[config.mk]
export PLATFORM = sky130hd
export DESIGN_NAME = sseg_scan_driver_flat
export DESIGN_NICKNAME = d
export VERILOG_FILES = /design/src/rtl/sseg_scan_driver_if.sv /design/src/rtl/sseg_scan_driver.sv /design/src/flat_wrapper.sv
export SDC_FILE = /design/constraint.sdc
export NUM_CORES = 1
export LEC_CHECK = 0
export CORE_MARGIN = 2
export CORE_UTILIZATION = 44
export DETAILED_ROUTE_END_ITERATION = 8
export PLACE_DENSITY = 0.71
export SYNTH_ARGS = -nofsm -noshare
export SYNTH_HDL_FRONTEND = slang
export SYNTH_SLANG_ARGS = --single-unit
[constraint.sdc]
create_clock -name clk -period 2.45 [get_ports clk]
set_input_delay 0.245 -clock clk [delete_from_list [all_inputs] [get_ports clk]]
set_output_delay 0.245 -clock clk [all_outputs]
set_load 0.02 [all_outputs]
[src/rtl/sseg_scan_driver_if.sv]
// Pin-side bundle for sseg_scan_driver: display data/control in, segment and
// anode drive plus frame_tick out. The driver uses the slave modport.
interface sseg_scan_driver_if #(
  parameter int N_DIGITS = 4
);
  logic [4*N_DIGITS-1:0] value;
  logic                  neg;
  logic                  load;
  logic                  enable;
  logic [N_DIGITS-1:0]   blink_mask;
  logic [6:0]            seg_n;
  logic [N_DIGITS-1:0]   an_n;
  logic                  frame_tick;

  modport master (
    output value, neg, load, enable, blink_mask,
    input  seg_n, an_n, frame_tick
  );

  modport slave (
    input  value, neg, load, enable, blink_mask,
    output seg_n, an_n, frame_tick
  );
endinterface

[src/rtl/sseg_scan_driver.sv]
// Multiplexed N-digit common-anode 7-segment scan driver with frame-synchronous
// value update, guard interval and per-digit blink. Define SSEG_LZ_BLANK_EN for leading-zero blanking.
module sseg_scan_driver #(
  parameter int N_DIGITS  = 4,
  parameter int SCAN_DIV  = 50000,
  parameter int GUARD_CYC = 1,
  parameter int BLINK_DIV = 1 << 24
) (
  input logic            clk,
  input logic            rst_n,
  sseg_scan_driver_if.slave bus
);

  localparam int SW = $clog2(SCAN_DIV);
  localparam int IW = $clog2(N_DIGITS);
  localparam int BW = $clog2(BLINK_DIV);
  localparam int VW = 4 * N_DIGITS;

  localparam logic [SW-1:0]       SLOT_LAST  = SW'(SCAN_DIV - 1);
  localparam logic [SW-1:0]       GUARD_END  = SW'(GUARD_CYC);
  localparam logic [IW-1:0]       IDX_LAST   = IW'(N_DIGITS - 1);
  localparam logic [BW-1:0]       BLINK_LAST = BW'(BLINK_DIV - 1);
  localparam logic [N_DIGITS-1:0] AN_ONE     = {{(N_DIGITS-1){1'b0}}, 1'b1};
  localparam logic [6:0]          SEG_DARK   = 7'h7F;
  localparam logic [6:0]          SEG_MINUS  = 7'h3F;

  function automatic logic [6:0] hex_glyph(input logic [3:0] nib);
    logic [6:0] g;
    case (nib)
      4'h0:    g = 7'h40;
      4'h1:    g = 7'h79;
      4'h2:    g = 7'h24;
      4'h3:    g = 7'h30;
      4'h4:    g = 7'h19;
      4'h5:    g = 7'h12;
      4'h6:    g = 7'h02;
      4'h7:    g = 7'h78;
      4'h8:    g = 7'h00;
      4'h9:    g = 7'h18;
      4'hA:    g = 7'h08;
      4'hB:    g = 7'h03;
      4'hC:    g = 7'h46;
      4'hD:    g = 7'h21;
      4'hE:    g = 7'h06;
      4'hF:    g = 7'h0E;
      default: g = SEG_DARK;
    endcase
    return g;
  endfunction

  logic [SW-1:0]       slot_cnt_q, slot_cnt_d;
  logic [IW-1:0]       digit_idx_q, digit_idx_d;
  logic [BW-1:0]       blink_cnt_q, blink_cnt_d;
  logic                blink_phase_q, blink_phase_d;
  logic [VW-1:0]       pend_val_q, pend_val_d;
  logic                pend_neg_q, pend_neg_d;
  logic                pend_valid_q, pend_valid_d;
  logic [VW-1:0]       shadow_val_q, shadow_val_d;
  logic                shadow_neg_q, shadow_neg_d;
  logic [6:0]          seg_n_q, seg_n_d;
  logic [N_DIGITS-1:0] an_n_q, an_n_d;
  logic                frame_tick_q, frame_tick_d;

  logic                slot_wrap_s;
  logic                frame_end_s;
  logic [3:0]          cur_nib_s;
  logic                minus_s;
  logic                lz_blank_s;
  logic                dark_s;
`ifdef SSEG_LZ_BLANK_EN
  logic [IW-1:0]       lz_hi_s;
`endif

  // Scan/blink counters and the pending -> shadow value path.
  always_comb begin
    slot_wrap_s = (slot_cnt_q == SLOT_LAST);
    frame_end_s = slot_wrap_s && (digit_idx_q == IDX_LAST);

    if (slot_wrap_s) begin
      slot_cnt_d = '0;
    end else begin
      slot_cnt_d = slot_cnt_q + SW'(1);
    end

    if (frame_end_s) begin
      digit_idx_d = '0;
    end else if (slot_wrap_s) begin
      digit_idx_d = digit_idx_q + IW'(1);
    end else begin
      digit_idx_d = digit_idx_q;
    end

    if (blink_cnt_q == BLINK_LAST) begin
      blink_cnt_d   = '0;
      blink_phase_d = ~blink_phase_q;
    end else begin
      blink_cnt_d   = blink_cnt_q + BW'(1);
      blink_phase_d = blink_phase_q;
    end

    // A load landing exactly on the frame boundary bypasses pending.
    pend_val_d   = pend_val_q;
    pend_neg_d   = pend_neg_q;
    pend_valid_d = pend_valid_q;
    shadow_val_d = shadow_val_q;
    shadow_neg_d = shadow_neg_q;
    if (frame_end_s) begin
      if (bus.load) begin
        shadow_val_d = bus.value;
        shadow_neg_d = bus.neg;
        pend_valid_d = 1'b0;
      end else if (pend_valid_q) begin
        shadow_val_d = pend_val_q;
        shadow_neg_d = pend_neg_q;
        pend_valid_d = 1'b0;
      end else begin
        pend_valid_d = pend_valid_q;
      end
    end else if (bus.load) begin
      pend_val_d   = bus.value;
      pend_neg_d   = bus.neg;
      pend_valid_d = 1'b1;
    end else begin
      pend_valid_d = pend_valid_q;
    end
  end

  // Next segment/anode drive for the digit currently being scanned.
  always_comb begin
    cur_nib_s = shadow_val_q[{digit_idx_q, 2'b00} +: 4];
    minus_s   = shadow_neg_q && (digit_idx_q == IDX_LAST);

`ifdef SSEG_LZ_BLANK_EN
    // The '-' digit never counts as a significant nibble nor gets blanked.
    lz_hi_s = '0;
    for (int i = 1; i < N_DIGITS; i++) begin
      if ((shadow_val_q[4*i +: 4] != 4'h0) && !(shadow_neg_q && (i == N_DIGITS - 1))) begin
        lz_hi_s = IW'(i);
      end else begin
        lz_hi_s = lz_hi_s;
      end
    end
    lz_blank_s = (digit_idx_q > lz_hi_s) && !minus_s;
`else
    lz_blank_s = 1'b0;
`endif

    dark_s = (slot_cnt_q < GUARD_END) || !bus.enable ||
             (bus.blink_mask[digit_idx_q] && blink_phase_q) || lz_blank_s;

    if (dark_s) begin
      an_n_d  = '1;
      seg_n_d = SEG_DARK;
    end else if (minus_s) begin
      an_n_d  = ~(AN_ONE << digit_idx_q);
      seg_n_d = SEG_MINUS;
    end else begin
      an_n_d  = ~(AN_ONE << digit_idx_q);
      seg_n_d = hex_glyph(cur_nib_s);
    end

    frame_tick_d = frame_end_s;
  end

  // State and output registers.
  always_ff @(posedge clk or negedge rst_n) begin
    if (!rst_n) begin
      slot_cnt_q    <= '0;
      digit_idx_q   <= '0;
      blink_cnt_q   <= '0;
      blink_phase_q <= 1'b0;
      pend_val_q    <= '0;
      pend_neg_q    <= 1'b0;
      pend_valid_q  <= 1'b0;
      shadow_val_q  <= '0;
      shadow_neg_q  <= 1'b0;
      seg_n_q       <= SEG_DARK;
      an_n_q        <= '1;
      frame_tick_q  <= 1'b0;
    end else begin
      slot_cnt_q    <= slot_cnt_d;
      digit_idx_q   <= digit_idx_d;
      blink_cnt_q   <= blink_cnt_d;
      blink_phase_q <= blink_phase_d;
      pend_val_q    <= pend_val_d;
      pend_neg_q    <= pend_neg_d;
      pend_valid_q  <= pend_valid_d;
      shadow_val_q  <= shadow_val_d;
      shadow_neg_q  <= shadow_neg_d;
      seg_n_q       <= seg_n_d;
      an_n_q        <= an_n_d;
      frame_tick_q  <= frame_tick_d;
    end
  end

  assign bus.seg_n      = seg_n_q;
  assign bus.an_n       = an_n_q;
  assign bus.frame_tick = frame_tick_q;

endmodule

[src/flat_wrapper.sv]
// flat-port wrapper written by rule: the top's interface ports become plain ports
module sseg_scan_driver_flat 
#(
  parameter int N_DIGITS  = 4,
  parameter int SCAN_DIV  = 50000,
  parameter int GUARD_CYC = 1,
  parameter int BLINK_DIV = 1 << 24
)
  (clk, rst_n, bus_value, bus_neg, bus_load, bus_enable, bus_blink_mask, bus_seg_n, bus_an_n, bus_frame_tick);
  sseg_scan_driver_if #(.N_DIGITS(N_DIGITS)) bus_i ();
  input logic clk;
  input logic rst_n;
  input wire logic [$bits(bus_i.value)-1:0] bus_value;
  input wire logic [$bits(bus_i.neg)-1:0] bus_neg;
  input wire logic [$bits(bus_i.load)-1:0] bus_load;
  input wire logic [$bits(bus_i.enable)-1:0] bus_enable;
  input wire logic [$bits(bus_i.blink_mask)-1:0] bus_blink_mask;
  output wire logic [$bits(bus_i.seg_n)-1:0] bus_seg_n;
  output wire logic [$bits(bus_i.an_n)-1:0] bus_an_n;
  output wire logic [$bits(bus_i.frame_tick)-1:0] bus_frame_tick;
  assign bus_i.value = bus_value;
  assign bus_i.neg = bus_neg;
  assign bus_i.load = bus_load;
  assign bus_i.enable = bus_enable;
  assign bus_i.blink_mask = bus_blink_mask;
  assign bus_seg_n = bus_i.seg_n;
  assign bus_an_n = bus_i.an_n;
  assign bus_frame_tick = bus_i.frame_tick;
  sseg_scan_driver #(.N_DIGITS(N_DIGITS), .SCAN_DIV(SCAN_DIV), .GUARD_CYC(GUARD_CYC), .BLINK_DIV(BLINK_DIV)) u_core (.clk(clk), .rst_n(rst_n), .bus(bus_i));
endmodule
After elaboration in Yosys (flattened, before gate mapping)
Memories as Yosys holds them, arrays and structs flattened.
Cells that the tools add are included.
{"block": "classes", "addsub": 3, "multipliers": 0, "div_mod_pow": 0, "magnitude_cmp": 2, "n_eq_ne": 3, "n_shift": 2, "muxes": 15, "n_bitwise": 3, "reduce_logical": 11}
{"operator": "$mux 16", "count": 3}
{"operator": "$add 24x1->24 const B", "count": 1}
{"operator": "$eq 24x24->1 const B", "count": 1}
{"operator": "$mux 24", "count": 1}
{"operator": "$add 16x1->16 const B", "count": 1}
{"operator": "$eq 16x16->1 const B", "count": 1}
{"operator": "$lt 16x1->1 const B", "count": 1}
{"operator": "$shiftx 16x5->4", "count": 1}
{"operator": "$mux 7", "count": 2}
{"operator": "$reduce_bool 2->1", "count": 3}
{"operator": "$mux 1", "count": 5}
{"operator": "$mux 2", "count": 2}
{"operator": "$mux 4", "count": 1}
{"operator": "$not 4->4", "count": 1}
{"operator": "$reduce_and 2->1", "count": 2}
{"operator": "$shl 1x2->4 const A", "count": 1}
{"operator": "$logic_and 1x1->1", "count": 3}
{"operator": "$lt 2x3->1 const B", "count": 1}
{"operator": "$add 2x1->2 const B", "count": 1}
{"operator": "$bmux 1 s2", "count": 1}
{"operator": "$eq 2x2->1 const B", "count": 1}
{"operator": "$logic_or 1x1->1", "count": 2}
{"operator": "$not 1->1", "count": 2}
{"operator": "$logic_not 1->1", "count": 1}
{"block": "totals", "reg_bits": 90, "latchBits": 0, "mem_bits_rw": 0, "mem_bits_ro": 112, "in_bits": 25, "output_inout_bits": 12, "word_cells": 52, "n_memories": 1}
{"memory": "(name not given)", "depth": 16, "word_bits": 7, "read_ports": 1, "rd_clocked_by_memory_dff": 0, "write_ports": 0, "line": "sseg_scan_driver.sv:29", "rtl": "case (nib)"}

Depth between registers and ports, before layout
Gate-level depths: netlist of the first run.
{"block": "logic_depth", "depth_word": 5, "ltp_mapped": 8, "mapped_depth_nobuf": 7}

Worst setup path before layout of the first run
OpenSTA, ideal clock, no wires.
{"block": "synth_timing", "path_type": "reg-to-reg", "start": "register u_core.slot_cnt_q[0]", "end": "register u_core.shadow_neg_q", "setup_time_ns": 0.125, "t_arrival_ns": 1.918, "required_ns": 2.325, "setup_slack_ns": 0.407, "path_stages_with_launch": 7, "path_buffers": 1, "synth_period_minus_slack_ns": 2.043, "cell_sequence": "dfrtp_1 > ha_1 > and3_1 > nand3_1 > nor3_4 > buf_4 > mux2_2"}
{"block": "synth_between", "elab_chain_len": 3}
{"element": "from (decl)", "line": "sseg_scan_driver.sv:51", "rtl": "logic [SW-1:0] slot_cnt_q, slot_cnt_d;"}
{"element": "from (signal assigned)", "line": "sseg_scan_driver.sv:181", "rtl": "slot_cnt_q <= slot_cnt_d;"}
{"element": "$eq 16x16->1", "line": "sseg_scan_driver.sv:76", "rtl": "slot_wrap_s = (slot_cnt_q == SLOT_LAST);"}
{"element": "$logic_and 1x1->1", "line": "sseg_scan_driver.sv:77", "rtl": "frame_end_s = slot_wrap_s && (digit_idx_q == IDX_LAST);"}
{"element": "$reduce_and 2->1 (no source line)"}
{"element": "to (signal assigned)", "line": "sseg_scan_driver.sv:189", "rtl": "shadow_neg_q <= shadow_neg_d;"}
{"element": "to (decl)", "line": "sseg_scan_driver.sv:59", "rtl": "logic shadow_neg_q, shadow_neg_d;"}
Every way passes these cells.
A chain may end at the register's enable or synchronous reset.

Final worst setup path of the first run
{"block": "layout_timing", "start": "register u_core.digit_idx_q[0]", "end": "register u_core.seg_n_q[3] (netlist: u_core.bus.seg_n[3])"}
{"block": "layout_between", "elab_chain_len": 5, "elab_cells_between_ends": 10, "classes_between": "eq/ne: 1; shift: 1; mux: 4; reduce/logical: 3; memory: 1"}
{"element": "from (decl)", "line": "sseg_scan_driver.sv:52", "rtl": "logic [IW-1:0] digit_idx_q, digit_idx_d;"}
{"element": "from (signal assigned)", "line": "sseg_scan_driver.sv:182", "rtl": "digit_idx_q <= digit_idx_d;"}
{"element": "branches (longest 4 deep; another with $mem_v2 16x7)"}
{"element": "$mux 7 *", "line": "sseg_scan_driver.sv:151", "rtl": "if (dark_s) begin"}
{"element": "net u_core.seg_n_d[3]", "line": "sseg_scan_driver.sv:60", "rtl": "logic [6:0] seg_n_q, seg_n_d;"}
{"element": "to (signal assigned)", "line": "sseg_scan_driver.sv:190", "rtl": "seg_n_q <= seg_n_d;"}
{"element": "to (decl)", "line": "sseg_scan_driver.sv:60"}
Mark *: on every way through the listed nets, which the timed path passes. The select of a mux whose other input is x is not followed.

==> flow_metrics.py, run 1 <==
metrics = {
    "detailed_routing": {
        "route.detailed.drc": 0,
        "wl_met1_um": 3960,
        "vias_per_cell": 5.31,
        "met2WireLength_um": 3850,
        "vias": 2948,
        "drt_first_iter_violations": 130,
        "wl_met3_um": 256,
        "drt_pre_antenna_iters": 4,
        "drt_wl_total_um": 8240,
        "routed.top_layer": "met4",
        "final_antenna_net_count": 0,
        "wl_per_cell_um": 14.9,
    },
    "cells_and_area": {
        "seq_area_mm2": 0.00227,
        "syn2layout_area_growth_pct": 17.2,
        "fill_cells": 840,
        "design_area_mm2": 0.00516,
        "multi_input_area_mm2": 0.00201,
        "final_nets": 454,
        "drive_above_1_share": 0.239,
        "antennaDiodeCount": 0,
    },
    "timing": {
        "setup_viol": 0,
        "finalSetupTns_ns": 0,
        "hold_viol": 0,
        "maxSlewHeadroom": 0.592,
        "clock_skew_ns": 0.00844,
        "setup_slack_ns": 0.265,
        "fmax_mhz": 458,
        "whs_ns": 0.450,
        "drv_slew": 0,
        "rsz0062_at_grt": "false",
        "min_period_ns": 2.19,
        "tightestPinTransition_ns": 0.612,
        "fin_crit_sh": 0.892,
    },
    "placement": {
        "port_buffers": 36,
        "hpwl_um": 5900,
        "post-place-ws_ns": 0.306,
        "dpl_cell_area_mm2": 0.00494,
        "place_congestion": 0.838,
    },
    "yosys": {
        "synth_top_cell_by_area": "dfrtp_1",
        "synth_area_leaders": "dfrtp_1 45%, mux2_2 14%, dfstp_2 6.6%",
        "ys_ff_latch": 90,
        "synth_top_area_frac": 0.449,
        "synthArstFlopShare": 1.00,
        "syn_nets": 410,
        "synthDistinctLibCells": 41,
        "synthFlopType": "dfrtp_1",
        "synth.avg_cell_area_um2": 11.8,
        "netlist_area_mm2": 0.00440,
        "ys_seq_area_frac": 0.514,
        "synth.most_common_cell": "dfrtp_1",
        "synth-edff-count": 0,
        "syn-instance-count": 373,
        "ys_warn_count": 0,
        "synthTopCellsByCount": "79 x dfrtp_1, 55 x mux2_2, 26 x nand2_1",
    },
    "worst_setup_path": {
        "critPathArrivalTime_ns": 2.46,
        "cp_data_required_time_ns": 2.72,
        "critPathMaxFanout": 6,
        "start_kind": "flop",
        "critPathKind": "reg -> reg",
        "endpoint_kind": "flop",
    },
    "power": {
        "power.leakage_nw": 2.23,
        "p_per_area_mw_per_mm2": 559,
        "ir_drop_mv": 0.236,
        "finalPower_mw": 2.89,
    },
    "clock_network": {
        "cts_resized": 0,
        "cts_buffer_depth": 2,
        "cts.sinks": 90,
        "numCtsBuffers": 9,
        "cts-root-buf": "clkbuf_8",
        "clkLatencyLatePin_ns": 0.35,
        "cts_setup_buffers": 0,
        "ctsHoldBuffers": 1,
        "cts_tree": "yes",
        "clkTransAtPathRegs_ns": 0.08,
        "htreeDepth": 3,
    },
    "floorplan": {
        "core-area_mm2": 0.00973,
        "io_pins": 37,
        "die_h_um": 104,
        "dieArea_mm2": 0.0108,
        "die_x_um": 104,
        "row_count": 36,
        "start_util": 0.453,
    },
    "status": {
        "run_status": "completed",
    },
    "global_routing": {
        "grt_overflow": 0,
        "antenna_found_initial": 0,
        "grt_max_degree": 47,
        "grt_pass1_vias": 2949,
        "grt_pass1_wl_um": 14300,
        "grt_use_total": 0.164,
    },
    "worst_hold_path": {
        "hold_class": "in -> async",
    },
    "flow_run": {
        "maxCapViolations": 0,
    },
}
==> path summary, 6_finish.rpt <==
kind                                                    endpoint                               from  depth (start not counted)  slack (ns)
min in group clk                u_core.blink_phase_q$_DFFE_PN0N_   u_core.blink_phase_q$_DFFE_PN0N_                          1        0.48
worst max register to register     u_core.bus.seg_n[3]$_DFF_PN1_  u_core.digit_idx_q[0]$_DFFE_PN0P_                          7        0.26
worst min-delay path            u_core.pend_val_q[2]$_DFFE_PN0P_                              rst_n                          2        0.45
worst min register to register  u_core.blink_phase_q$_DFFE_PN0N_   u_core.blink_phase_q$_DFFE_PN0N_                          1        0.48
max in group asynchronous           u_core.bus.an_n[1]$_DFF_PN1_                              rst_n                          3        1.29
worst max-delay path               u_core.bus.seg_n[3]$_DFF_PN1_  u_core.digit_idx_q[0]$_DFFE_PN0P_                          7        0.26
==> registers in the layout, indices dropped and copies added (netlist names), 2 cells and up <==
name	cells
u_core.bus.seg_n	7
u_core.blink_cnt_q	24
u_core.shadow_val_q	16
u_core.digit_idx_q	2
u_core.bus.an_n	4
u_core.slot_cnt_q	16
u_core.pend_val_q	16
==> cell type report <==
| cell class | count | area share |
|---|---|---|
| Clock buffer | 11 | 0.0255 |
| Clock inverter | 5 | 0.0155 |
| Inverter | 14 | 0.0102 |
| Multi-Input combinational cell | 255 | 0.389 |
| Sequential cell | 90 | 0.439 |
| Tap cell | 133 | 0.0322 |
| Timing Repair Buffer | 47 | 0.0882 |
==> placed cells by master (no fill, tap or decap), types with 11 or more instances in the layout <==
master	count
inv_1	14
dfstp_2	11
mux2_2	55
dfrtp_1	79
xor2_1	19
o21ai_0	11
nor2_1	21
nand2_1	26
ha_1	12
nand3_1	19
clkdlybuf4s50_1	35
==> critical path, cell delays in order (launching register included) <==
cell and delay, ns:
dfrtp_1 0.52, mux4_2 0.60, inv_1 0.16, ha_1 0.27, inv_1 0.08, nor3_1 0.20
a211oi_1 0.07, o211ai_1 0.20
==> metal layers <==
metal	global-route usage	vias to the layer above
met5	0	-
li1	-	1422
met4	0.0666	0
met2	0.256	55
met3	0.0338	13
met1	0.226	1458
==> through the flow <==
stage,utilization,cells
finish,0.530,555
detailed placement,0.508,538
CTS,0.530,555
floorplan,-,373
global placement,0.508,538
global route,0.530,555
==> logic make-up (layout without fill, tap and decap cells) <==
| group | Yosys count | after routing | synth area share |
|---|---|---|---|
| AOI/OAI and AO/OA | 34 | 34 | 0.0480 |
| DFF | 90 | 90 | 0.514 |
| xor gates and xnor gates | 28 | 28 | 0.0557 |
| buffers and inverters | 28 | 77 | 0.0293 |
| and+or+nand+nor | 118 | 118 | 0.145 |
| adders and majority gates | 12 | 12 | 0.0341 |
| muxes | 63 | 63 | 0.173 |
==> power by group <==
group / switching [mW] / internal [mW] / total (mW)
Sequential: 0.0213 / 1.54 / 1.56
Clock: 0.509 / 0.574 / 1.08
Combinational: 0.110 / 0.133 / 0.243
Total: 0.639 / 2.25 / 2.89
Power figures use the tool's default switching activity.
==> run 2, diff against run 1 <==
--- a/config.mk
+++ b/config.mk
@@ -7,6 +7,7 @@
 export LEC_CHECK = 0
 export CORE_MARGIN = 2
 export CORE_UTILIZATION = 44
+export CTS_BUF_LIST = sky130_fd_sc_hd__clkbuf_4
 export DETAILED_ROUTE_END_ITERATION = 8
 export PLACE_DENSITY = 0.71
 export SYNTH_ARGS = -nofsm -noshare
==> run 2 against run 1 <==
Effect of this change: die area stayed put; largest power group unchanged; sequential cell count stayed put; worst hold slack worse by 0.097 ns; critical path type unchanged; non-clock buffer count stayed put.
==> flow_metrics.py, run 2 (synthesis results as in run 1) <==
metrics = {
    "worst_setup_path": {
        "critPathMaxFanout": 6,
        "crit_family": "multiplexers",
        "cp_common_cell": "inv_1",
        "critPathKind": "reg -> reg",
        "cp_data_required_time_ns": 2.82,
        "path_cells": "mux4_2, inv_1, ha_1, inv_1, nor3_1, a211oi_1, o211ai_1",
        "critPathArrivalTime_ns": 2.56,
        "endpoint_kind": "flop",
        "start_kind": "flop",
        "rrSetupSlack_ns": 0.26,
        "critPathSlowestCell": "mux4_2",
        "path_buf_inv": 2,
        "slowest_delay_ns": 0.60,
    },
    "timing": {
        "fin_crit_sh": 0.893,
        "min_period_ns": 2.19,
        "finalSetupTns_ns": 0,
        "rsz0062_at_grt": "false",
        "setup_viol": 0,
        "setup_slack_ns": 0.263,
        "maxSlewHeadroom": 0.598,
        "tightestPinTransition_ns": 0.603,
        "fmax_mhz": 457,
        "hold_viol": 0,
        "drv_slew": 0,
        "clock_skew_ns": 0.0145,
        "whs_ns": 0.353,
    },
    "floorplan": {
        "io_pins": 37,
        "die_x_um": 104,
        "dieArea_mm2": 0.0108,
        "start_util": 0.453,
        "core-area_mm2": 0.00973,
        "row_count": 36,
        "die_h_um": 104,
    },
    "clock_network": {
        "cts_buffer_depth": 2,
        "cts_resized": 0,
        "clkLatencyLatePin_ns": 0.44,
        "numCtsBuffers": 9,
        "cts_tree": "yes",
        "cts.sinks": 90,
        "htreeDepth": 3,
        "cts-root-buf": "clkbuf_4",
        "clkTransAtPathRegs_ns": 0.14,
    },
    "detailed_routing": {
        "wl_per_cell_um": 14.8,
        "vias_per_cell": 5.34,
        "drt_wl_total_um": 8230,
        "final_antenna_net_count": 0,
        "drt_pre_antenna_iters": 4,
        "drt_first_iter_violations": 133,
        "vias": 2965,
        "route.detailed.drc": 0,
    },
    "cells_and_area": {
        "final_common_cell": "dfrtp_1",
        "utilization": 0.525,
        "largest_register_ff_count": 24,
        "final_nets": 454,
        "antennaDiodeCount": 0,
        "syn2layout_area_growth_pct": 16.1,
        "seq_area_mm2": 0.00227,
        "fill_cells": 848,
        "top_register": "u_core.blink_cnt_q",
        "layout_common_cells": "79 x dfrtp_1, 55 x mux2_2, 35 x clkdlybuf4s50_1",
        "multi_input_area_mm2": 0.00201,
        "drive_above_1_share": 0.244,
    },
    "placement": {
        "post-place-ws_ns": 0.306,
        "port_buffers": 36,
        "place_congestion": 0.838,
        "hpwl_um": 5900,
    },
    "global_routing": {
        "antenna_found_initial": 0,
        "grt_pass1_vias": 3010,
        "grt_use_total": 0.164,
        "grt_overflow": 0,
        "grt_max_degree": 47,
        "grt_pass1_wl_um": 14300,
    },
    "power": {
        "ir_drop_mv": 0.340,
        "p_per_area_mw_per_mm2": 535,
        "finalPower_mw": 2.73,
        "power.leakage_nw": 2.22,
    },
    "flow_run": {
        "maxCapViolations": 0,
    },
    "status": {
        "run_status": "completed",
    },
    "worst_hold_path": {
        "hold_class": "in -> async",
    },
}
run 2: cell count changes in the layout (fill, tap and decap cells not counted):
cell,change
clkbuf_8,-9
clkbuf_4,+11
clkbuf_1,-2
run 2: path summary, 6_finish.rpt:
check	from	end	depth (start not counted)
max	u_core.digit_idx_q[0]$_DFFE_PN0P_	u_core.bus.seg_n[3]$_DFF_PN1_	7
min	rst_n	u_core.pend_val_q[1]$_DFFE_PN0P_	2
max reg2reg	u_core.digit_idx_q[0]$_DFFE_PN0P_	u_core.bus.seg_n[3]$_DFF_PN1_	7
min reg2reg	u_core.blink_phase_q$_DFFE_PN0N_	u_core.blink_phase_q$_DFFE_PN0N_	1
max in group asynchronous	rst_n	u_core.bus.an_n[1]$_DFF_PN1_	3
min in group clk	bus_value[12]	u_core.pend_val_q[12]$_DFFE_PN0P_	2
run 2: area by class of cell:
cell class / count / share of cell area
clock buffer: 11 / 0.0162
sequential: 90 / 0.443
multi-input combinational: 255 / 0.393
timing repair buffer: 47 / 0.0891
tap: 133 / 0.0326
inverter: 14 / 0.0103
clock inverter: 5 / 0.0157
run 2: repair_timing:
item,4_1_cts,5_1_grt
hold buffers,1,0
setup buffers,0,0
endpoints found under the hold margin,45,0
run 2: metal layers:
metal  global-route usage  wire length (um)
met5                    0                 0
met4               0.0656               188
met3               0.0420               385
met2                0.260              3850
met1                0.217              3810
run 2: metrics by stage:
step	cells	instance area (um2)
floorplan	373	4400
global placement	538	4940
detailed placement	538	4940
CTS	555	5110
global route	555	5110
finish	555	5110
run 2: where the power goes:
| part | internal (mW) | switching, mW | leakage (nW) |
|---|---|---|---|
| combinational | 0.133 | 0.109 | 0.994 |
| sequential | 1.54 | 0.0212 | 1.14 |
| clock | 0.435 | 0.494 | 0.0831 |
run 2: worst register-to-register path, stage by stage (launching register included):
cell	delay (ns)
dfrtp_1	0.54
mux4_2	0.61
inv_1	0.16
ha_1	0.27
inv_1	0.08
nor3_1	0.20
a211oi_1	0.07
o211ai_1	0.20
==> run 3, diff against run 2 <==
--- a/config.mk
+++ b/config.mk
@@ -6,10 +6,10 @@
 export NUM_CORES = 1
 export LEC_CHECK = 0
 export CORE_MARGIN = 2
-export CORE_UTILIZATION = 44
+export CORE_UTILIZATION = 60
 export CTS_BUF_LIST = sky130_fd_sc_hd__clkbuf_4
 export DETAILED_ROUTE_END_ITERATION = 8
-export PLACE_DENSITY = 0.71
+export PLACE_DENSITY = 0.9
 export SYNTH_ARGS = -nofsm -noshare
 export SYNTH_HDL_FRONTEND = slang
 export SYNTH_SLANG_ARGS = --single-unit
==> run 3 against run 2 <==
Effect of this change: clock power fell by 9.7%; cell count fell by 6.3%; highest routed layer unchanged; count of clock-buffer cells in the layout fell by 1; die area fell by 26%; wire length rose by 4.8%; clock skew rose by 0.0030 ns; register-to-register slack improved by 0.03 ns; worst hold slack got worse by 0.044 ns; worst setup slack improved by 0.034 ns; sequential share of layout area rose by 0.53 points; fmax rose by 1.6%; critical endpoint is now u_core.shadow_val_q[0]$_DFFE_PN0P_.
==> flow_metrics.py, run 3 (synthesis results as in run 1) <==
metrics = {
    "status": {
        "run_status": "completed",
    },
    "detailed_routing": {
        "drt_first_iter_violations": 246,
        "vias": 3065,
        "final_antenna_net_count": 0,
        "drt_pre_antenna_iters": 4,
        "route.detailed.drc": 0,
        "drt_wl_total_um": 8630,
        "vias_per_cell": 5.89,
        "wl_per_cell_um": 16.6,
    },
    "cells_and_area": {
        "layout_common_cells": "79 x dfrtp_1, 55 x mux2_2, 35 x clkdlybuf4s50_1",
        "largest_register_ff_count": 24,
        "drive_above_1_share": 0.242,
        "top_register": "u_core.blink_cnt_q",
        "multi_input_area_mm2": 0.00201,
        "seq_area_mm2": 0.00227,
        "syn2layout_area_growth_pct": 14.7,
        "fill_cells": 489,
        "antennaDiodeCount": 0,
        "final_common_cell": "dfrtp_1",
        "final_nets": 453,
    },
    "worst_setup_path": {
        "critPathArrivalTime_ns": 2.49,
        "reg2reg_to": "u_core.shadow_val_q[0]$_DFFE_PN0P_",
        "cp_data_required_time_ns": 2.78,
        "critPathSlowestCell": "dfrtp_1",
        "slowest_delay_ns": 0.45,
        "crit_family": "simple AND/OR/NAND/NOR gates",
        "rr_worst_depth": 6,
        "r2r_start": "u_core.slot_cnt_q[0]$_DFF_PN0_",
        "path_buf_inv": 1,
        "rrSetupSlack_ns": 0.30,
        "endpoint_kind": "flop",
        "critPathMaxFanout": 17,
        "critPathKind": "reg -> reg",
        "path_cells": "ha_1, and3_1, nand3_1, nor3_4, buf_4, mux2_2",
        "start_kind": "flop",
    },
    "placement": {
        "hpwl_um": 6120,
        "port_buffers": 36,
        "post-place-ws_ns": 0.329,
        "place_congestion": 0.819,
    },
    "timing": {
        "maxSlewHeadroom": 0.644,
        "finalSetupTns_ns": 0,
        "rsz0062_at_grt": "false",
        "fin_crit_sh": 0.879,
        "fmax_mhz": 464,
        "setup_viol": 0,
        "min_period_ns": 2.15,
        "hold_viol": 0,
        "setup_slack_ns": 0.296,
        "tightestPinTransition_ns": 0.534,
        "drv_slew": 0,
        "clock_skew_ns": 0.0175,
    },
    "floorplan": {
        "start_util": 0.614,
        "die_x_um": 89.7,
        "core-area_mm2": 0.00718,
        "die_h_um": 89.7,
        "io_pins": 37,
        "row_count": 31,
        "dieArea_mm2": 0.00804,
    },
    "power": {
        "p_seq_frac": 0.591,
        "p_per_area_mw_per_mm2": 524,
        "sw_frac_of_total": 0.244,
        "ir_drop_mv": 0.404,
        "p_int_mw": 2.00,
        "power_frac_comb": 0.092,
        "power.leakage_nw": 2.21,
        "switching_power_uw": 645,
        "clkPwrFrac": 0.317,
        "finalPower_mw": 2.65,
    },
    "global_routing": {
        "grt_max_degree": 50,
        "grt_pass1_wl_um": 14500,
        "antenna_found_initial": 0,
        "grt_use_total": 0.237,
        "grt_pass1_vias": 3100,
        "grt_overflow": 0,
    },
    "clock_network": {
        "numCtsBuffers": 9,
        "htreeDepth": 3,
        "cts_tree": "yes",
        "cts-root-buf": "clkbuf_4",
        "cts.sinks": 90,
        "clkLatencyLatePin_ns": 0.44,
        "clkTransAtPathRegs_ns": 0.15,
        "cts_buffer_depth": 2,
    },
    "flow_run": {
        "maxCapViolations": 0,
    },
    "worst_hold_path": {
        "hold_class": "in -> async",
    },
}
run 3: changes by cell type in the layout (fill, tap and decap cells not counted):
cell        previous run  this run
bufinv_16              2         1
buf_12                 1         2
clkinvlp_4             2         1
buf_4                 10         8
clkinv_2               1         2
clkbuf_4              11        10
inv_6                  0         2
run 3: worst max path at each step:
stage | from | endpoint | slack, ns | cells after the start
floorplan | u_core.slot_cnt_q[0]$_DFF_PN0_ | u_core.shadow_neg_q$_DFFE_PN0P_ | 0.41 | 6
global placement | u_core.digit_idx_q[0]$_DFFE_PN0P_ | u_core.bus.seg_n[3]$_DFF_PN1_ | 0.42 | 7
detailed placement | u_core.digit_idx_q[0]$_DFFE_PN0P_ | u_core.bus.seg_n[3]$_DFF_PN1_ | 0.33 | 6
CTS | u_core.digit_idx_q[0]$_DFFE_PN0P_ | u_core.bus.seg_n[3]$_DFF_PN1_ | 0.30 | 6
global route | u_core.slot_cnt_q[0]$_DFF_PN0_ | u_core.shadow_val_q[1]$_DFFE_PN0P_ | 0.16 | 6
finish | u_core.slot_cnt_q[0]$_DFF_PN0_ | u_core.shadow_val_q[0]$_DFFE_PN0P_ | 0.30 | 6
run 3: metal layers:
metal / part of all wire / GRT usage / vias to the layer above
met4: 0.025 / 0.107 / 0
met3: 0.037 / 0.0366 / 18
met5: 0 / 0 / -
met1: 0.44 / 0.312 / 1545
li1: - / - / 1421
met2: 0.50 / 0.388 / 81
run 3: metrics by stage:
stage | instance area, um2 | std cells | hold WS (ns) | util
after floorplan | 4400 | 373 | -0.0506 | -
after global placement | 4900 | 503 | 0.261 | 0.683
after detailed placement | 4900 | 503 | 0.268 | 0.683
after CTS | 5050 | 520 | 0.311 | 0.704
after global routing | 5050 | 520 | 0.352 | 0.704
final | 5050 | 520 | 0.309 | 0.704
run 3: timing repair:
| item | CTS | global route |
|---|---|---|
| hold buffers | 1 | 0 |
| buffers inserted | 0 | 0 |
| hold endpoints to repair | 31 | 0 |
| gates resized for setup | 0 | 0 |
run 3: worst reg2reg max path, cell delays in order, from the launching register on:
cell,delay [ns]
dfrtp_1,0.45
ha_1,0.26
and3_1,0.24
nand3_1,0.22
nor3_4,0.23
buf_4,0.28
mux2_2,0.38
run 3: power groups by stage:
stage | sequential (mW) | combinational, mW | clock (mW)
2_1_floorplan | 1.60 | 0.114 | 0
3_3_place_gp | 1.59 | 0.237 | 0
3_5_place_dp | 1.59 | 0.245 | 0
4_1_cts | 1.56 | 0.248 | 0.852
5_1_grt | 1.57 | 0.269 | 0.906
6_report | 1.56 | 0.245 | 0.839
run 3: layout make-up:
type | count | share of cell area
multi-input cells | 255 | 0.398
clock buffers | 10 | 0.0149
clock inverters | 6 | 0.0129
repair buffers | 46 | 0.0911
well taps | 99 | 0.0245
flip-flops and latches | 90 | 0.448
inverters | 14 | 0.0104
